===== config.mk =====
export PLATFORM = sky130hd
export DESIGN_NAME = if_prefetch_stage_flat
export DESIGN_NICKNAME = d
export VERILOG_FILES = /design/src/rtl/if_prefetch_stage_if.sv /design/src/rtl/if_prefetch_stage.sv /design/src/flat_wrapper.sv
export SDC_FILE = /design/constraint.sdc
export NUM_CORES = 1
export LEC_CHECK = 0
export ABC_AREA = 1
export ABC_CLOCK_PERIOD_IN_PS = 4200
export BUFFER_PORTS_ARGS = -buffer_cell sky130_fd_sc_hd__clkbuf_2
export CORE_MARGIN = 4
export CORE_UTILIZATION = 34
export CTS_CLUSTER_DIAMETER = 50
export DETAILED_ROUTE_END_ITERATION = 12
export SLEW_MARGIN = 20
export SYNTH_ARGS = -nofsm -noshare
export SYNTH_HDL_FRONTEND = slang
export SYNTH_SLANG_ARGS = --single-unit

===== constraint.sdc =====
create_clock -name clk -period 4.2 [get_ports clk]
set_input_delay 0.42 -clock clk [delete_from_list [all_inputs] [get_ports clk]]
set_output_delay 0.42 -clock clk [all_outputs]
set_load 0.02 [all_outputs]

===== src/rtl/if_prefetch_stage_if.sv =====
// Fetch-stage bundle: instruction-memory request/response plus the decode-side valid/ready stream.
interface if_prefetch_stage_if #(
   parameter int ADDR_W  = 32,
   parameter int INSTR_W = 32,
   parameter int DEPTH   = 4
);
   localparam int CNT_W = $clog2(DEPTH) + 1;

   logic               fetch_en;
   logic               redirect_valid;
   logic [ADDR_W-1:0]  redirect_addr;
   logic               imem_req;
   logic [ADDR_W-1:0]  imem_addr;
   logic [INSTR_W-1:0] imem_rdata;
   logic               out_valid;
   logic               out_ready;
   logic [ADDR_W-1:0]  out_next_pc;
   logic [INSTR_W-1:0] out_instr;
   logic [CNT_W-1:0]   buf_count;

   modport master (
      input  fetch_en, redirect_valid, redirect_addr, imem_rdata, out_ready,
      output imem_req, imem_addr, out_valid, out_next_pc, out_instr, buf_count
   );

   modport slave (
      output fetch_en, redirect_valid, redirect_addr, imem_rdata, out_ready,
      input  imem_req, imem_addr, out_valid, out_next_pc, out_instr, buf_count
   );
endinterface


===== src/rtl/if_prefetch_stage.sv =====
// Instruction-fetch stage: PC, 1-cycle imem request tracking and a DEPTH-entry prefetch FIFO to decode.
// Optional IF_FETCH_BYPASS_EN presents a response straight to decode when the FIFO is empty.
module if_prefetch_stage #(
   parameter int                ADDR_W   = 32,
   parameter int                INSTR_W  = 32,
   parameter int                DEPTH    = 4,
   parameter logic [ADDR_W-1:0] RESET_PC = '0,
   parameter logic [ADDR_W-1:0] PC_INC   = ADDR_W'(4)
) (
   input  logic clk,
   input  logic rst,
   if_prefetch_stage_if.master bus
);
   localparam int PTR_W = $clog2(DEPTH);
   localparam int CNT_W = PTR_W + 1;

   logic [ADDR_W-1:0]  pc;
   logic [ADDR_W-1:0]  tag;
   logic               inflight;
   logic [ADDR_W-1:0]  fifo_npc   [DEPTH];
   logic [INSTR_W-1:0] fifo_instr [DEPTH];
   logic [PTR_W-1:0]   rd_ptr;
   logic [PTR_W-1:0]   wr_ptr;
   logic [CNT_W-1:0]   count;

   logic               fifo_valid;
   logic               pop;
   logic               push;
   logic [ADDR_W-1:0]  resp_npc;
   logic [CNT_W:0]     credit_used;

   assign fifo_valid = (count != '0);
   assign pop        = fifo_valid & bus.out_ready;
   assign resp_npc   = tag + PC_INC;

`ifdef IF_FETCH_BYPASS_EN
   logic bypass_valid;
   assign bypass_valid    = inflight & ~bus.redirect_valid & ~fifo_valid;
   assign bus.out_valid   = fifo_valid | bypass_valid;
   assign bus.out_next_pc = fifo_valid   ? fifo_npc[rd_ptr]   :
                            bypass_valid ? resp_npc           : '0;
   assign bus.out_instr   = fifo_valid   ? fifo_instr[rd_ptr] :
                            bypass_valid ? bus.imem_rdata     : '0;
   assign push = inflight & ~bus.redirect_valid & ~(bypass_valid & bus.out_ready);
`else
   assign bus.out_valid   = fifo_valid;
   assign bus.out_next_pc = fifo_valid ? fifo_npc[rd_ptr]   : '0;
   assign bus.out_instr   = fifo_valid ? fifo_instr[rd_ptr] : '0;
   assign push = inflight & ~bus.redirect_valid;
`endif

   // Slots already claimed: buffered entries minus the one leaving now, plus the response in flight.
   assign credit_used = {1'b0, count} - (CNT_W+1)'(pop) + (CNT_W+1)'(inflight);
   assign bus.imem_req = rst & bus.fetch_en & ~bus.redirect_valid &
                         (credit_used < (CNT_W+1)'(DEPTH));
   assign bus.imem_addr = pc;
   assign bus.buf_count = count;

   always_ff @(posedge clk or negedge rst) begin
      if (!rst) begin
         pc       <= RESET_PC;
         tag      <= '0;
         inflight <= 1'b0;
         rd_ptr   <= '0;
         wr_ptr   <= '0;
         count    <= '0;
      end else if (bus.redirect_valid) begin
         pc       <= bus.redirect_addr;
         inflight <= 1'b0;
         rd_ptr   <= '0;
         wr_ptr   <= '0;
         count    <= '0;
      end else begin
         inflight <= bus.imem_req;
         if (bus.imem_req) begin
            pc  <= pc + PC_INC;
            tag <= pc;
         end
         if (push) wr_ptr <= wr_ptr + PTR_W'(1);
         if (pop)  rd_ptr <= rd_ptr + PTR_W'(1);
         count <= count + CNT_W'(push) - CNT_W'(pop);
      end
   end

   // Storage needs no reset: outputs are gated by occupancy.
   always_ff @(posedge clk) begin
      if (rst && push) begin
         fifo_npc[wr_ptr]   <= resp_npc;
         fifo_instr[wr_ptr] <= bus.imem_rdata;
      end
   end
endmodule


===== src/flat_wrapper.sv =====
// flat-port wrapper written by rule: the top's interface ports become plain ports
module if_prefetch_stage_flat 
#(
   parameter int                ADDR_W   = 32,
   parameter int                INSTR_W  = 32,
   parameter int                DEPTH    = 4,
   parameter logic [ADDR_W-1:0] RESET_PC = '0,
   parameter logic [ADDR_W-1:0] PC_INC   = ADDR_W'(4)
)
  (clk, rst, bus_fetch_en, bus_redirect_valid, bus_redirect_addr, bus_imem_rdata, bus_out_ready, bus_imem_req, bus_imem_addr, bus_out_valid, bus_out_next_pc, bus_out_instr, bus_buf_count);
  if_prefetch_stage_if #(.ADDR_W(ADDR_W), .INSTR_W(INSTR_W), .DEPTH(DEPTH)) bus_i ();
  input  logic clk;
  input  logic rst;
  input wire logic [$bits(bus_i.fetch_en)-1:0] bus_fetch_en;
  input wire logic [$bits(bus_i.redirect_valid)-1:0] bus_redirect_valid;
  input wire logic [$bits(bus_i.redirect_addr)-1:0] bus_redirect_addr;
  input wire logic [$bits(bus_i.imem_rdata)-1:0] bus_imem_rdata;
  input wire logic [$bits(bus_i.out_ready)-1:0] bus_out_ready;
  output wire logic [$bits(bus_i.imem_req)-1:0] bus_imem_req;
  output wire logic [$bits(bus_i.imem_addr)-1:0] bus_imem_addr;
  output wire logic [$bits(bus_i.out_valid)-1:0] bus_out_valid;
  output wire logic [$bits(bus_i.out_next_pc)-1:0] bus_out_next_pc;
  output wire logic [$bits(bus_i.out_instr)-1:0] bus_out_instr;
  output wire logic [$bits(bus_i.buf_count)-1:0] bus_buf_count;
  assign bus_i.fetch_en = bus_fetch_en;
  assign bus_i.redirect_valid = bus_redirect_valid;
  assign bus_i.redirect_addr = bus_redirect_addr;
  assign bus_i.imem_rdata = bus_imem_rdata;
  assign bus_i.out_ready = bus_out_ready;
  assign bus_imem_req = bus_i.imem_req;
  assign bus_imem_addr = bus_i.imem_addr;
  assign bus_out_valid = bus_i.out_valid;
  assign bus_out_next_pc = bus_i.out_next_pc;
  assign bus_out_instr = bus_i.out_instr;
  assign bus_buf_count = bus_i.buf_count;
  if_prefetch_stage #(.ADDR_W(ADDR_W), .INSTR_W(INSTR_W), .DEPTH(DEPTH), .RESET_PC(RESET_PC), .PC_INC(PC_INC)) u_core (.clk(clk), .rst(rst), .bus(bus_i));
endmodule

# --- Yosys cells after proc, flatten, opt, wreduce, memory -nomap -nowiden ---
# Memories as Yosys holds them, arrays and structs flattened.
# Index checks and enable logic that the tools add are counted.
classes:
  addsub: 8
  n_lt_le_gt_ge: 1
  mux: 12
  n_bitwise: 6
  reduce_logical: 6
op_table:
  columns: ["cell", "n"]
  rows:
  - ["$mux 32", 4]
  - ["$add 32x3->32 const B", 2]
  - ["$mux 2", 4]
  - ["$reduce_bool 2->1", 3]
  - ["$and 1x1->1", 5]
  - ["$add 2x1->2 const B", 2]
  - ["$add 4x1->4", 1]
  - ["$lt 4x3->1 const B", 1]
  - ["$sub 3x1->4", 1]
  - ["$add 3x1->3", 1]
  - ["$mux 1", 3]
  - ["$mux 3", 1]
  - ["$reduce_bool 3->1", 1]
  - ["$sub 3x1->3", 1]
  - ["$reduce_and 2->1", 1]
  - ["$logic_and 1x1->1", 1]
  - ["$not 1->1", 1]
totals:
  reg_bits: 72
  ram_bits: 256
  inputBits: 69
  memories: 2
mem_list:
  columns: ["memory", "depth", "word_bits", "rd", "rd_ports_with_merged_regs", "wr", "line_no", "text"]
  rows:
  - ["u_core.fifo_instr", 4, 32, 1, 0, 1, "if_prefetch_stage.sv:21", "logic [INSTR_W-1:0] fifo_instr [DEPTH];"]
  - ["u_core.fifo_npc", 4, 32, 1, 0, 1, "if_prefetch_stage.sv:20", "logic [ADDR_W-1:0] fifo_npc [DEPTH];"]

# --- Longest topological paths before layout ---
depth:
  word_depth: 8
  mapped_depth: 18
  ltp_nobuf: 17

# --- Worst setup path after synthesis ---
# No wires, ideal clock.
synth_path:
  path_kind: "input port to flip-flop"
  start: "input bus_redirect_valid"
  end: "memory u_core.fifo_instr[0][0], enable pin"
  arrival_ns: 3.604
  required_time_ns: 3.714
  slack_ns: 0.110
  stages: 4
  cell_sequence: "buf_2 -> nor2_1 -> nand2_1 -> nor2_1"
synth_via:
  elab_chain_cells: 5
synth_lines:
  columns: ["item", "line_no", "text"]
  rows:
  - ["start: declaration", "flat_wrapper.sv:15", "input wire logic [$bits(bus_i.redirect_valid)-1:0] bus_redirect_valid;"]
  - ["$not 1->1 (no source line)", null, null]
  - ["$and 1x1->1", "if_prefetch_stage.sv:49", "assign push = inflight & ~bus.redirect_valid;"]
  - ["$logic_and 1x1->1", "if_prefetch_stage.sv:87", "if (rst && push) begin"]
  - ["$mux 1", "if_prefetch_stage.sv:87", null]
  - ["$mux 1 (implied by the code)", "if_prefetch_stage.sv:89", "fifo_instr[wr_ptr] <= bus.imem_rdata;"]
  - ["end: declaration", "if_prefetch_stage.sv:21", null]
# Every way passes these cells.

# --- Worst setup path after layout ---
layout_path:
  start: "register u_core.rd_ptr[0]"
  end: "output bus_out_next_pc[1]"
layout_via:
  elab_chain_cells: 2
layout_lines:
  columns: ["item", "line_no", "text"]
  rows:
  - ["start: declaration", "if_prefetch_stage.sv:22", "logic [PTR_W-1:0] rd_ptr;"]
  - ["start signal: assignment", "if_prefetch_stage.sv:80", "if (pop) rd_ptr <= rd_ptr + PTR_W'(1);"]
  - ["$mem_v2 4x32", null, null]
  - ["$mux 32", "if_prefetch_stage.sv:47", "assign bus.out_next_pc = fifo_valid ? fifo_npc[rd_ptr] : '0;"]
  - ["end: declaration", "flat_wrapper.sv:22", "output wire logic [$bits(bus_i.out_next_pc)-1:0] bus_out_next_pc;"]
# Every way passes these cells.

==> run metrics <==
Final ANT Viol Nets 0; nets@finish 1716; Setup TNS 0 ns; Clock Latency Late Sink 0.53 ns; DR vias 10800; clock net sink count 328; ANT cells 0; GRT overflow 0; FF+latch count, synth 328; Fin. Hold Viols 0; drt pass-1 iters 5; post-route cell area 17500 um2; Static Leak 6.91 nW; via/cell ratio 4.79; commonest cells after routing, fill and taps aside nor2_1 (315), nand2_1 (263), edfxtp_1 (256); area of the core 43100 um2; Most used DFF post-synth edfxtp_1; Post-synth EDFFs 256; Least-Margin Pin Slew 1.01 ns; number of global-route vias before repair 10300; Synth Warn # 0; RD Place Congestion 0.895; CTS tree yes; Clock Tree Buf Depth 3; mapped cell area 14800 um2; first-pass GRT wire length 58100 um; CP max FO 87; Crit. End Element primary output; RSZ-0062 raised after global routing no; HP Class input port to flop; CTS Buf Count 39; Detailed Place HPWL 23800 um; Routed WL per cell 16.5 um; area growth from synthesis to layout 18.5%; fmax 311 MHz; Max-slew headroom 32.9%; Worst-path clk slew 0.06 ns; crit path kind flop to primary output; min Tclk post-route 3.22 ns; Total Routed Length 37100 um; Max Transition Viols Final 0; H-tree levels 2; Chip Height 217 um; Placed Area 16200 um2; CP cell instances clkinv_2 -> buf_4 -> o21ai_0 -> a21oi_1 -> clkbuf_2; Syn Nets 1556; Root Buffer clkbuf_16; Max-Cap Viols 0; Tcrit/Tclk final 76.6%; VDD IR max 0.282 mV; Netlist cell types 33; proportion of layout cells with a drive suffix above 1 17.9%; row count 76; slowest stage delay, CP 0.72 ns; PD cells 605 nW/um2; Setup crit start kind flop; die area 46900 um2; Worst Skew 0.00874 ns; asr flop ratio synth 22.0%; Setup-failing EPs final 0; sequential share of the synthesized area 64.1%; Post-Syn Area per Cell 10.0 um2; PortBufs 169; postcts setup bufs 0; First DRT Iteration DRCs 780; DRC 0; total global-route track usage 15.5%; outcome complete, no violations; Initial Util 34.3%; CP required 3.78 ns; worst-path cell with the longest stage delay dfrtp_4; largest net degree at the start of global routing 88; Post-Syn Instances 1476; Worst EP arrival 2.80 ns; I/O pin cnt 170; most common cell after layout, fill and taps aside nor2_1; initial antenna violation count 0; Die X 217 um; worst hold slack 0.106 ns
==> through the flow <==
step / utilization (%) / power, mW / instances / setup WS (ns)
floorplan: - / 6.24 / 1476 / 0.110
global placement: 37.7 / 7.35 / 2179 / 1.30
detailed placement: 37.7 / 7.40 / 2179 / 1.20
CTS: 40.7 / 10.7 / 2251 / 0.899
global route: 40.7 / 11.2 / 2251 / 0.744
finish: 40.7 / 10.6 / 2251 / 0.984
==> area by class of cell <==
class | count | area, um2
fill | 4197 | 25600
clock inverter | 21 | 215
inverter | 84 | 318
sequential | 328 | 9490
multi-input combinational | 996 | 4680
clock buffer | 50 | 1060
timing repair buffer | 187 | 1020
tap | 585 | 732
==> synth_stat cells, types with 10 or more instances <==
| cell | instances | area (um2) |
|---|---|---|
| xor2_1 | 19 | 166 |
| o21ai_1 | 12 | 60.1 |
| a21oi_1 | 74 | 370 |
| dfrtp_1 | 72 | 1800 |
| nand3_2 | 23 | 230 |
| nand2_1 | 263 | 987 |
| o21ai_0 | 164 | 821 |
| buf_2 | 26 | 130 |
| xnor2_1 | 10 | 87.6 |
| clkbuf_1 | 21 | 78.8 |
| nor2_1 | 319 | 1200 |
| buf_1 | 17 | 63.8 |
| nand3_1 | 57 | 285 |
| inv_1 | 80 | 300 |
| ha_1 | 10 | 125 |
| edfxtp_1 | 256 | 7690 |
==> layer usage <==
metal / vias up / global-route usage, % / part of all wire, %
met3: 53 / 2.73 / 6.1
met1: 5107 / 21.5 / 45
li1: 5310 / - / -
met4: 0 / 4.08 / 2.3
met5: - / 0 / 0
met2: 304 / 25.3 / 46
==> report_power, final <==
part / leakage (nW) / total, mW / switching, mW / internal (mW)
logic: 3.06 / 2.99 / 2.12 / 0.871
registers: 3.22 / 4.30 / 0.389 / 3.91
clock network: 0.624 / 3.30 / 1.31 / 1.99
==> sequential cells by signal, summed over array words and instances, names as in the netlist <==
register,cells
u_core.bus.imem_addr,32
u_core.tag,32
u_core.fifo_instr,128
u_core.rd_ptr,2
u_core.bus.buf_count,3
u_core.fifo_npc,128
u_core.wr_ptr,2
u_core.inflight,1
==> final timing paths <==
kind                                              startpoint  slack, ns                              endpoint  cells past startpoint
max                             u_core.rd_ptr[0]$_DFFE_PN0P_       0.98                    bus_out_next_pc[1]                      5
min                                     bus_redirect_addr[1]       0.11   u_core.bus.imem_addr[1]$_DFFE_PN0P_                      3
max reg2reg                u_core.bus.buf_count[2]$_DFF_PN0_       1.21  u_core.bus.imem_addr[14]$_DFFE_PN0P_                     17
min reg2reg                       u_core.tag[31]$_DFFE_PN0P_       0.52            u_core.tag[31]$_DFFE_PN0P_                      2
max in group asynchronous                                rst       2.83          u_core.rd_ptr[0]$_DFFE_PN0P_                      3
min in group asynchronous                                rst       0.36  u_core.bus.imem_addr[29]$_DFFE_PN0P_                      2
==> critical path, delay by kind of cell (launching register included) <==
kind	cells	cell delay, ns
flops	1	0.72
compound gates	2	0.50
buf+inv	3	0.96
==> cell families (layout without fill, tap and decap cells) <==
| logic type | count (synthesis) | count (layout) | synth area share (%) |
|---|---|---|---|
| fa+ha+maj | 11 | 11 | 0.981 |
| simple gates | 705 | 705 | 20.2 |
| xor+xnor | 29 | 29 | 1.72 |
| buf+inv | 152 | 342 | 4.40 |
| flops | 328 | 328 | 64.1 |
| compound gates | 251 | 251 | 8.52 |
==> what timing repair did <==
item,CTS,global route
endpoints found under the hold margin,27,0
hold buffers,1,0
resized for setup,0,0
No activity file was read; power rests on OpenSTA's default activity.
